--- src/rtl/multih_loop_acq_ctrl.sv ---
// Acquisition/track sequencer for the multi-h carrier loop.
// Selects loop gain exponents and clear controls from demod lock.
module multih_loop_acq_ctrl #(
  parameter int CLEAR_SYMS = 4,
  parameter int CNT_W      = 16
) (
  input  logic             clk,
  input  logic             reset,
  input  logic             symEn,
  input  logic             enable,
  input  logic             demodLock,
  input  logic [4:0]       acqLeadExp,
  input  logic [4:0]       acqLagExp,
  input  logic [4:0]       trkLeadExp,
  input  logic [4:0]       trkLagExp,
  input  logic [CNT_W-1:0] dwellCount,
  input  logic [CNT_W-1:0] lossCount,
  input  logic [CNT_W-1:0] acqTimeout,
  output logic [4:0]       leadExp,
  output logic [4:0]       lagExp,
  output logic             clearAccum,
  output logic             zeroError,
  output logic [1:0]       state,
  output logic             trackLock,
  output logic [7:0]       reacqCount
);

  typedef enum logic [1:0] {
    IDLE  = 2'd0,
    CLEAR = 2'd1,
    ACQ   = 2'd2,
    TRACK = 2'd3
  } state_t;

  localparam logic [7:0]       CLR_LAST = 8'(CLEAR_SYMS - 1);
  localparam logic [CNT_W-1:0] CNT_MAX  = '1;

  state_t           st_q, st_n;
  logic [7:0]       clr_q, clr_n;
  logic [CNT_W-1:0] lock_q, lock_n;
  logic [CNT_W-1:0] acqt_q, acqt_n;
  logic [CNT_W-1:0] loss_q, loss_n;
  logic [7:0]       reacq_n;

  logic [4:0]       lead_d, lag_d;
  logic             clr_acc_d, zero_d, trk_d;

  // Compare limits one bit wider so a saturated run still exceeds them.
  logic [CNT_W:0]   lock_inc, acqt_inc, loss_inc;
  logic [CNT_W:0]   dwell_eff, loss_eff, tmo_w;

  assign lock_inc  = {1'b0, lock_q} + 1'b1;
  assign acqt_inc  = {1'b0, acqt_q} + 1'b1;
  assign loss_inc  = {1'b0, loss_q} + 1'b1;
  assign dwell_eff = (dwellCount == '0) ? (CNT_W+1)'(1)
                                        : {1'b0, dwellCount};
  assign loss_eff  = (lossCount == '0) ? (CNT_W+1)'(1)
                                       : {1'b0, lossCount};
  assign tmo_w     = {1'b0, acqTimeout};

  function automatic logic [CNT_W-1:0] sat_inc(
    input logic [CNT_W-1:0] v
  );
    return (v == CNT_MAX) ? v : v + 1'b1;
  endfunction

  function automatic logic [7:0] reacq_inc(input logic [7:0] v);
    return (v == 8'hFF) ? v : v + 8'd1;
  endfunction

  always_comb begin
    st_n    = st_q;
    clr_n   = clr_q;
    lock_n  = lock_q;
    acqt_n  = acqt_q;
    loss_n  = loss_q;
    reacq_n = reacqCount;
    unique case (st_q)
      IDLE: begin
        if (enable) begin
          st_n    = CLEAR;
          reacq_n = 8'd0;
        end
      end
      CLEAR: begin
        if (symEn) begin
          if (clr_q >= CLR_LAST) st_n = ACQ;
          else clr_n = clr_q + 8'd1;
        end
      end
      ACQ: begin
        if (symEn) begin
          lock_n = demodLock ? sat_inc(lock_q) : '0;
          acqt_n = sat_inc(acqt_q);
          if (demodLock && lock_inc >= dwell_eff) begin
            st_n = TRACK;
          end else if (acqTimeout != '0 && acqt_inc >= tmo_w) begin
            st_n    = CLEAR;
            reacq_n = reacq_inc(reacqCount);
          end
        end
      end
      TRACK: begin
        if (symEn) begin
          loss_n = demodLock ? '0 : sat_inc(loss_q);
          if (!demodLock && loss_inc >= loss_eff) begin
            st_n    = CLEAR;
            reacq_n = reacq_inc(reacqCount);
          end
        end
      end
    endcase
    if (!enable) begin
      st_n    = IDLE;
      reacq_n = reacqCount;
    end
    if (st_n != st_q) begin
      clr_n  = '0;
      lock_n = '0;
      acqt_n = '0;
      loss_n = '0;
    end
  end

  always_comb begin
    trk_d     = (st_n == TRACK);
    clr_acc_d = (st_n == IDLE) || (st_n == CLEAR);
    zero_d    = clr_acc_d;
    lead_d    = trk_d ? trkLeadExp : acqLeadExp;
    lag_d     = trk_d ? trkLagExp  : acqLagExp;
  end

  always_ff @(posedge clk) begin
    if (reset) begin
      st_q       <= IDLE;
      clr_q      <= '0;
      lock_q     <= '0;
      acqt_q     <= '0;
      loss_q     <= '0;
      reacqCount <= 8'd0;
      leadExp    <= 5'd0;
      lagExp     <= 5'd0;
      clearAccum <= 1'b1;
      zeroError  <= 1'b1;
      trackLock  <= 1'b0;
    end else begin
      st_q       <= st_n;
      clr_q      <= clr_n;
      lock_q     <= lock_n;
      acqt_q     <= acqt_n;
      loss_q     <= loss_n;
      reacqCount <= reacq_n;
      leadExp    <= lead_d;
      lagExp     <= lag_d;
      clearAccum <= clr_acc_d;
      zeroError  <= zero_d;
      trackLock  <= trk_d;
    end
  end

  assign state = st_q;

endmodule

--- config.mk ---
export PLATFORM = sky130hd
export DESIGN_NAME = multih_loop_acq_ctrl
export DESIGN_NICKNAME = d
export VERILOG_FILES = /design/src/rtl/multih_loop_acq_ctrl.sv
export SDC_FILE = /design/constraint.sdc
export NUM_CORES = 1
export LEC_CHECK = 0
export ABC_AREA = 1
export CORE_ASPECT_RATIO = 1.2
export CORE_MARGIN = 2
export CORE_UTILIZATION = 55
export CTS_BUF_LIST = sky130_fd_sc_hd__clkbuf_8
export DETAILED_ROUTE_END_ITERATION = 7
export PLACE_DENSITY = 0.83
export SYNTH_ARGS = -nofsm -noshare
export SYNTH_HDL_FRONTEND = slang
export SYNTH_SLANG_ARGS = --single-unit
--- constraint.sdc ---
create_clock -name clk -period 6.6 [get_ports clk]
set_clock_uncertainty 0.15 [all_clocks]
set_input_delay 1.65 -clock clk [delete_from_list [all_inputs] [get_ports clk]]
set_output_delay 1.65 -clock clk [all_outputs]
set_load 0.02 [all_outputs]
==> summary.md, run 1 <==
| Metric | Value |
|---|---|
| RSZ-0062 raised after global routing | no |
| Hold buffers post-CTS | 0 |
| Total congestion overflow | 0 |
| Combinational power share | 0.121 |
| Post-synthesis sequential area ratio | 0.2845 |
| Setup crit start kind | input pin |
| Detail Route Antenna Nets | 0 |
| Final #Nets | 987 |
| Mux cell area share after synthesis | 0.01277 |
| Core area | 9613 um2 |
| Placer Congestion | 0.9130 |
| Die Area | 10800 um2 |
| CTS Sinks | 78 |
| Port buffer count | 95 |
| Post-detailed-route wirelength per cell | 13.21 um |
| Hold path cells | 2 |
| Die Height | 113.4 um |
| Largest net degree at the start of global routing | 39 |
| Leakage power | 3.158 nW |
| H-tree Lvls | 3 |
| First-pass GRT wire length | 21860 um |
| Critical Path RT | 6740 ps |
| Adder-Cell Fraction of Synth Area | 0.1300 |
| Yosys warnings | 0 |
| Met3 routed WL | 385 um |
| DRC | 0 |
| Final hold slack | 276.6 ps |
| Area share of xor/xnor cells in the synthesized design | 0.07022 |
| Syn Inst Count | 769 |
| Mean Syn Cell Area | 7.136 um2 |
| Pwr Total | 0.9780 mW |
| Number of global-route vias before repair | 5075 |
| Clock Path Buffers | 2 |
| Clk Tree Root Cell | clkbuf_8 |
| DP Worst Slack | 1286 ps |
| TritonCTS Buffers | 9 |
| P per Cell Area | 145.9 nW/um2 |
| Post-synth EDFFs | 0 |
| Cells after DPL | 969 |
| Initial antenna violation count | 0 |
| Synth Area in Compound Gates | 0.1110 |
| Area delta synth->final | 22.16% |
| Syn_nets | 899 |
| Post-layout util | 0.6974 |
| Mapped cell area | 5488 um2 |
| Transition time of the tightest slew-check pin | 897.1 ps |
| Clock latency on the worst-skew pair | 350 ps |
| Synth async-reset ratio | 0 |
| Crit path kind | in -> reg |
| Io pins | 96 |
| Via/cell ratio | 5.373 |
| Post-route setup slack | 1603 ps |
| Post-DP HPWL | 10250 um |
| Placed Area | 6485 um2 |
| Peak VDD IR | 0.1211 mV |
| Final Max Tran Viols | 0 |
| Antenna cells | 0 |
| Area occupied by multi-input gates | 3319 um2 |
| Fillers | 780 |
| Path depth of the worst reg2reg path | 23 |
| Top sig layer | met4 |
| Clock slew at reported path FFs | 70 ps |
| Largest family of logic cells by synthesized area | simple AND/OR/NAND/NOR gates |
| Row Count | 39 |
| Final hold violation count | 0 |
| Non-filler cells, final | 985 |
| Postcts setup bufs | 0 |
| Max-Cap Viols | 0 |
| GRT Total Usage | 0.2449 |
| Reg area | 1562 um2 |
| Main synth FF type | dfxtp_1 |
| Count of distinct cell types in the synthesized netlist | 40 |
| CP max FO | 38 |
| M1 WL | 5510 um |
| # resized after CTS | 0 |
| Initial DRC count | 221 |
| CTS tree | built |
| Wire length on met2 | 6838 um |
| Max-slew headroom | 0.4005 |
| Fraction of power consumed by sequential logic | 0.486 |
| Die Wd | 95.19 um |
| Clock network power share | 0.393 |
| Arrival @ worst endpoint | 5130 ps |
| Achievable clock frequency | 0.2001 GHz |
| Pint | 0.7501 mW |
| Final Cycle Share | 0.7572 |
| Via count | 5292 |
| #FFs+latches synth | 78 |
| Finished Cell Area | 6704 um2 |
| Status | finished, final reports clean |
| Simple-Gate Fraction of Synth Area | 0.2800 |
| Total Wirelength | 13010 um |
| Starting density of the core | 0.5709 |
| TritonRoute pass-1 iters | 4 |
| Sw Share | 0.2330 |
| Crit. End Element | flop |
| Final setup vio count | 0 |
| Switching Power | 0.2279 mW |
| Setup TNS | 0 ps |
| Layout cell share with drive strength beyond 1 | 0.05916 |
| Min Clock Period, post-route | 4997 ps |
| Min-Delay Path Class | reg -> reg |
## synth_stat cells (7+ instances only)
| cell type | n | share of area |
|---|---|---|
| a21oi_1 | 39 | 0.036 |
| a22oi_1 | 26 | 0.036 |
| clkbuf_1 | 11 | 0.0075 |
| dfxtp_1 | 78 | 0.28 |
| ha_1 | 57 | 0.13 |
| inv_1 | 127 | 0.087 |
| mux2i_1 | 7 | 0.013 |
| nand2_1 | 133 | 0.091 |
| nand3_1 | 34 | 0.031 |
| nand4_1 | 27 | 0.031 |
| nor2_1 | 79 | 0.054 |
| nor2_2 | 21 | 0.024 |
| nor3_1 | 10 | 0.0091 |
| nor4_1 | 16 | 0.018 |
| o21ai_0 | 20 | 0.018 |
| xnor2_1 | 11 | 0.018 |
| xor2_1 | 33 | 0.053 |
## layout by cell type, fill, tap and decap left out, drive strengths merged, types with 20 or more instances in the layout
cell / instances
nand3: 38
xor2: 33
inv: 129
a21oi: 39
clkdlybuf4s50: 95
nand2: 135
dfxtp: 78
nor2: 100
nand4: 27
o21ai: 20
ha: 57
a22oi: 26
## routing by layer
layer | vias up | global-route usage
li1 | 2696 | -
met1 | 2452 | 0.2840
met2 | 119 | 0.4521
met3 | 25 | 0.02840
met4 | 0 | 0.09275
met5 | - | 0
## layout make-up
type                    count  area share
repair buffers             97      0.1441
inverters                 129     0.07223
clock buffers              13     0.02669
multi-input cells         542      0.4951
clock inverters             3    0.005972
well taps                 123     0.02296
flip-flops and latches     78      0.2329
## flip-flops by register name, indices dropped and copies added, names as in the netlist
register	count
clr_q	8
acqt_q	16
trackLock	1
lock_q	16
reacqCount	8
state	2
lagExp	5
zeroError	1
leadExp	5
loss_q	16
## power by group through the flow
stage	Clock (mW)	Sequential, mW	Combinational (mW)
finish	0.384	0.476	0.118
global route	0.408	0.476	0.129
CTS	0.389	0.476	0.118
detailed placement	0	0.487	0.118
global placement	0	0.487	0.114
floorplan	0	0.491	0.0516
## kinds of logic (layout without fill, tap and decap cells)
family          after synthesis  in the layout
compound gates              100            100
simple gates                334            334
xor+xnor                     44             44
flops                        78             78
fa+ha+maj                    57             57
buf+inv                     149            242
mux                           7              7
## path summary, 6_finish.rpt
check | start | to | slack (ps)
min reg2reg | clr_q[7] | clr_q[7] | 280
min | clr_q[7] | clr_q[7] | 280
max | dwellCount[0] | acqt_q[11] | 1600
max reg2reg | acqt_q[0] | acqt_q[11] | 1660
## critical path, cell delays in order
cell	delay, ps
clkdlybuf4s50_1	440
nor4_1	340
a41o_1	220
ha_1	230
a41oi_1	210
nand3_1	150
nand2_1	130
nand3_1	80
nand2_1	80
nand3_2	200
nand3_1	170
nand3_2	630
buf_4	470
nor2_2	90
(Power assumes the default switching activity.)
==> run 2: changes to the inputs <==
CORE_UTILIZATION = 50   (was 55)
PLACE_DENSITY = 0.79   (was 0.83)
clock period = 4.4 ns   (was 6.6 ns; I/O delays follow)
==> run 2 against run 1 <==
Effect of this change: via count decreased by 3.8%; critical endpoint is now leadExp[3]; sequential share of layout area is 0.064 points lower; final cell count grew 1.1%; utilization fell by 6.4 points; worst setup slack got worse by 1100 ps; global-route usage down 3.6 points; critical path type is now reg -> reg; sequential power up 50%; design area is 0.35% higher; critical path depth rose by 8.
==> summary.md, run 2 (synthesis results as in run 1) <==
| Metric | Value |
|---|---|
| GRT Total Usage | 0.2092 |
| Detail Route Antenna Nets | 0 |
| Max incr delay on CP | 410 ps |
| Min Clock Period, post-route | 3916 ps |
| Placer Congestion | 0.8519 |
| Final Max Tran Viols | 0 |
| Post-layout util | 0.6336 |
| Crit-path cells | nand3_1 -> nor3_4 -> nand3_1 -> nor3_1 -> nand3_1 -> nor2_1 -> xor2_1 -> ha_1 -> nand3_1 -> nand2b_1 -> o21ai_0 -> nor2_1 -> nand3_2 -> nand2_1 -> nand2_1 -> nand3_1 -> nand2_1 -> nand3_2 -> buf_4 -> nand3_1 -> nand2_1 -> a21oi_1 |
| Post-DP HPWL | 9367 um |
| Transition time of the tightest slew-check pin | 828.3 ps |
| Setup crit start kind | flop |
| Post-route setup slack | 484.4 ps |
| Most frequent CP cell | nand3_1 |
| FF-to-FF setup slack | 480 ps |
| DP Worst Slack | 191.0 ps |
| Placed Area | 6543 um2 |
| Arrival @ worst endpoint | 4010 ps |
| Peak VDD IR | 0.1407 mV |
| Clock Path Buffers | 2 |
| TritonRoute pass-1 iters | 4 |
| Hold Crit Start | clr_q[7] |
| Path depth of the worst reg2reg path | 22 |
| Via count | 5089 |
| Core area | 10620 um2 |
| DRC | 0 |
| Initial DRC count | 165 |
| Leakage power | 3.178 nW |
| Number of global-route vias before repair | 4810 |
| Post-detailed-route wirelength per cell | 11.97 um |
| Total Wirelength | 11920 um |
| Row Count | 41 |
| CTS tree | built |
| CP delay by family, top | simple AND/OR/NAND/NOR gates |
| Clk Tree Root Cell | clkbuf_8 |
| Top sig layer | met4 |
| Crit path kind | reg -> reg |
| Die Area | 11830 um2 |
| Worst reg2reg startpoint | acqt_q[2] |
| Io pins | 96 |
| Antenna cells | 0 |
| Die Wd | 99.64 um |
| Final setup vio count | 0 |
| Final hold slack | 280.5 ps |
| Die Height | 118.8 um |
| Port buffer count | 95 |
| Initial antenna violation count | 0 |
| Status | finished, final reports clean |
| First-pass GRT wire length | 20730 um |
| Capturing point of the worst reg2reg path | leadExp[3] |
| Finished Cell Area | 6728 um2 |
| Crit. End Element | flop |
| Clock latency on the worst-skew pair | 350 ps |
| Hold Path End | clr_q[7] |
| Setup TNS | 0 ps |
| Largest net degree at the start of global routing | 41 |
| Final Cycle Share | 0.8899 |
| Total congestion overflow | 0 |
| Max-slew headroom | 0.4458 |
| P per Cell Area | 204.8 nW/um2 |
| H-tree Lvls | 3 |
| CP max FO | 11 |
| Met3 routed WL | 498 um |
| Min-Delay Path Class | reg -> reg |
| Max-Cap Viols | 0 |
| M1 WL | 5308 um |
| Hold path cells | 2 |
| CP max-delay cell | dfxtp_1 |
| Most frequent cells in the layout | nand2_1 (133), inv_1 (127), clkdlybuf4s50_1 (95) |
| Postcts setup bufs | 0 |
| Final hold violation count | 0 |
| Achievable clock frequency | 0.2554 GHz |
| Critical Path RT | 4490 ps |
| WP buf/inv | 1 |
| Wire length on met2 | 5974 um |
| Clock slew at reported path FFs | 80 ps |
| Layout cell share with drive strength beyond 1 | 0.06690 |
| Largest regs | acqt_q: 16 flops, lock_q: 16 flops, loss_q: 16 flops |
| Starting density of the core | 0.5168 |
| Via/cell ratio | 5.109 |
| Commonest non-fill, non-tap cell in the layout | nand2_1 |
| Area delta synth->final | 22.59% |
| Final #Nets | 992 |
| CTS Sinks | 78 |
| TritonCTS Buffers | 9 |
## run 2: timing repair
item | CTS | global route
endpoints found under the setup margin | 0 | 67
hold buffers | 0 | 0
gates resized for setup | 0 | 3
## run 2: layout make-up
cell class / instances / area [um2]
multi-input cells: 542 / 3331
flip-flops and latches: 78 / 1563
fillers: 1013 / 3891
clock inverters: 7 / 48.80
repair buffers: 102 / 1016
inverters: 129 / 484.2
well taps: 129 / 161.4
clock buffers: 9 / 123.9
## run 2: worst max-delay path by stage
stage | start | end | slack (ps) | depth (start not counted)
6_report | acqt_q[2] | leadExp[3] | 480 | 22
5_1_grt | acqt_q[2] | lock_q[10] | -10 | 23
4_1_cts | acqt_q[0] | lagExp[2] | 220 | 22
3_5_place_dp | lossCount[12] | leadExp[4] | 190 | 15
3_3_place_gp | lossCount[12] | leadExp[0] | 250 | 15
2_1_floorplan | acqt_q[2] | acqt_q[14] | 1030 | 24
## run 2: power breakdown
part	total, mW	internal (mW)	switching, mW
Sequential	0.713	0.711	0.00220
Clock	0.486	0.206	0.280
Combinational	0.179	0.0947	0.0840
Total	1.38	1.01	0.366
## run 2: worst reg2reg max path: stages (launching register included)
cell and delay (ps):
dfxtp_1 410, nand3_1 180, nor3_4 210, nand3_1 140
nor3_1 210, nand3_1 180, nor2_1 160, xor2_1 240
ha_1 290, nand3_1 110, nand2b_1 120, o21ai_0 80
nor2_1 140, nand3_2 90, nand2_1 90, nand2_1 60
nand3_1 80, nand2_1 70, nand3_2 80, buf_4 170
nand3_1 300, nand2_1 180, a21oi_1 70
## run 2: metal layers
layer | global-route usage | vias to the layer above
li1 | - | 2708
met1 | 0.2557 | 2290
met2 | 0.3670 | 80
met3 | 0.04021 | 11
met4 | 0.06507 | 0
met5 | 0 | -
## run 2: stage by stage
step	total power, mW	instances
4_1_cts	1.390	996
5_1_grt	1.446	996
6_report	1.378	996
3_5_place_dp	0.9090	980
3_3_place_gp	0.9073	980
2_1_floorplan	0.8140	769
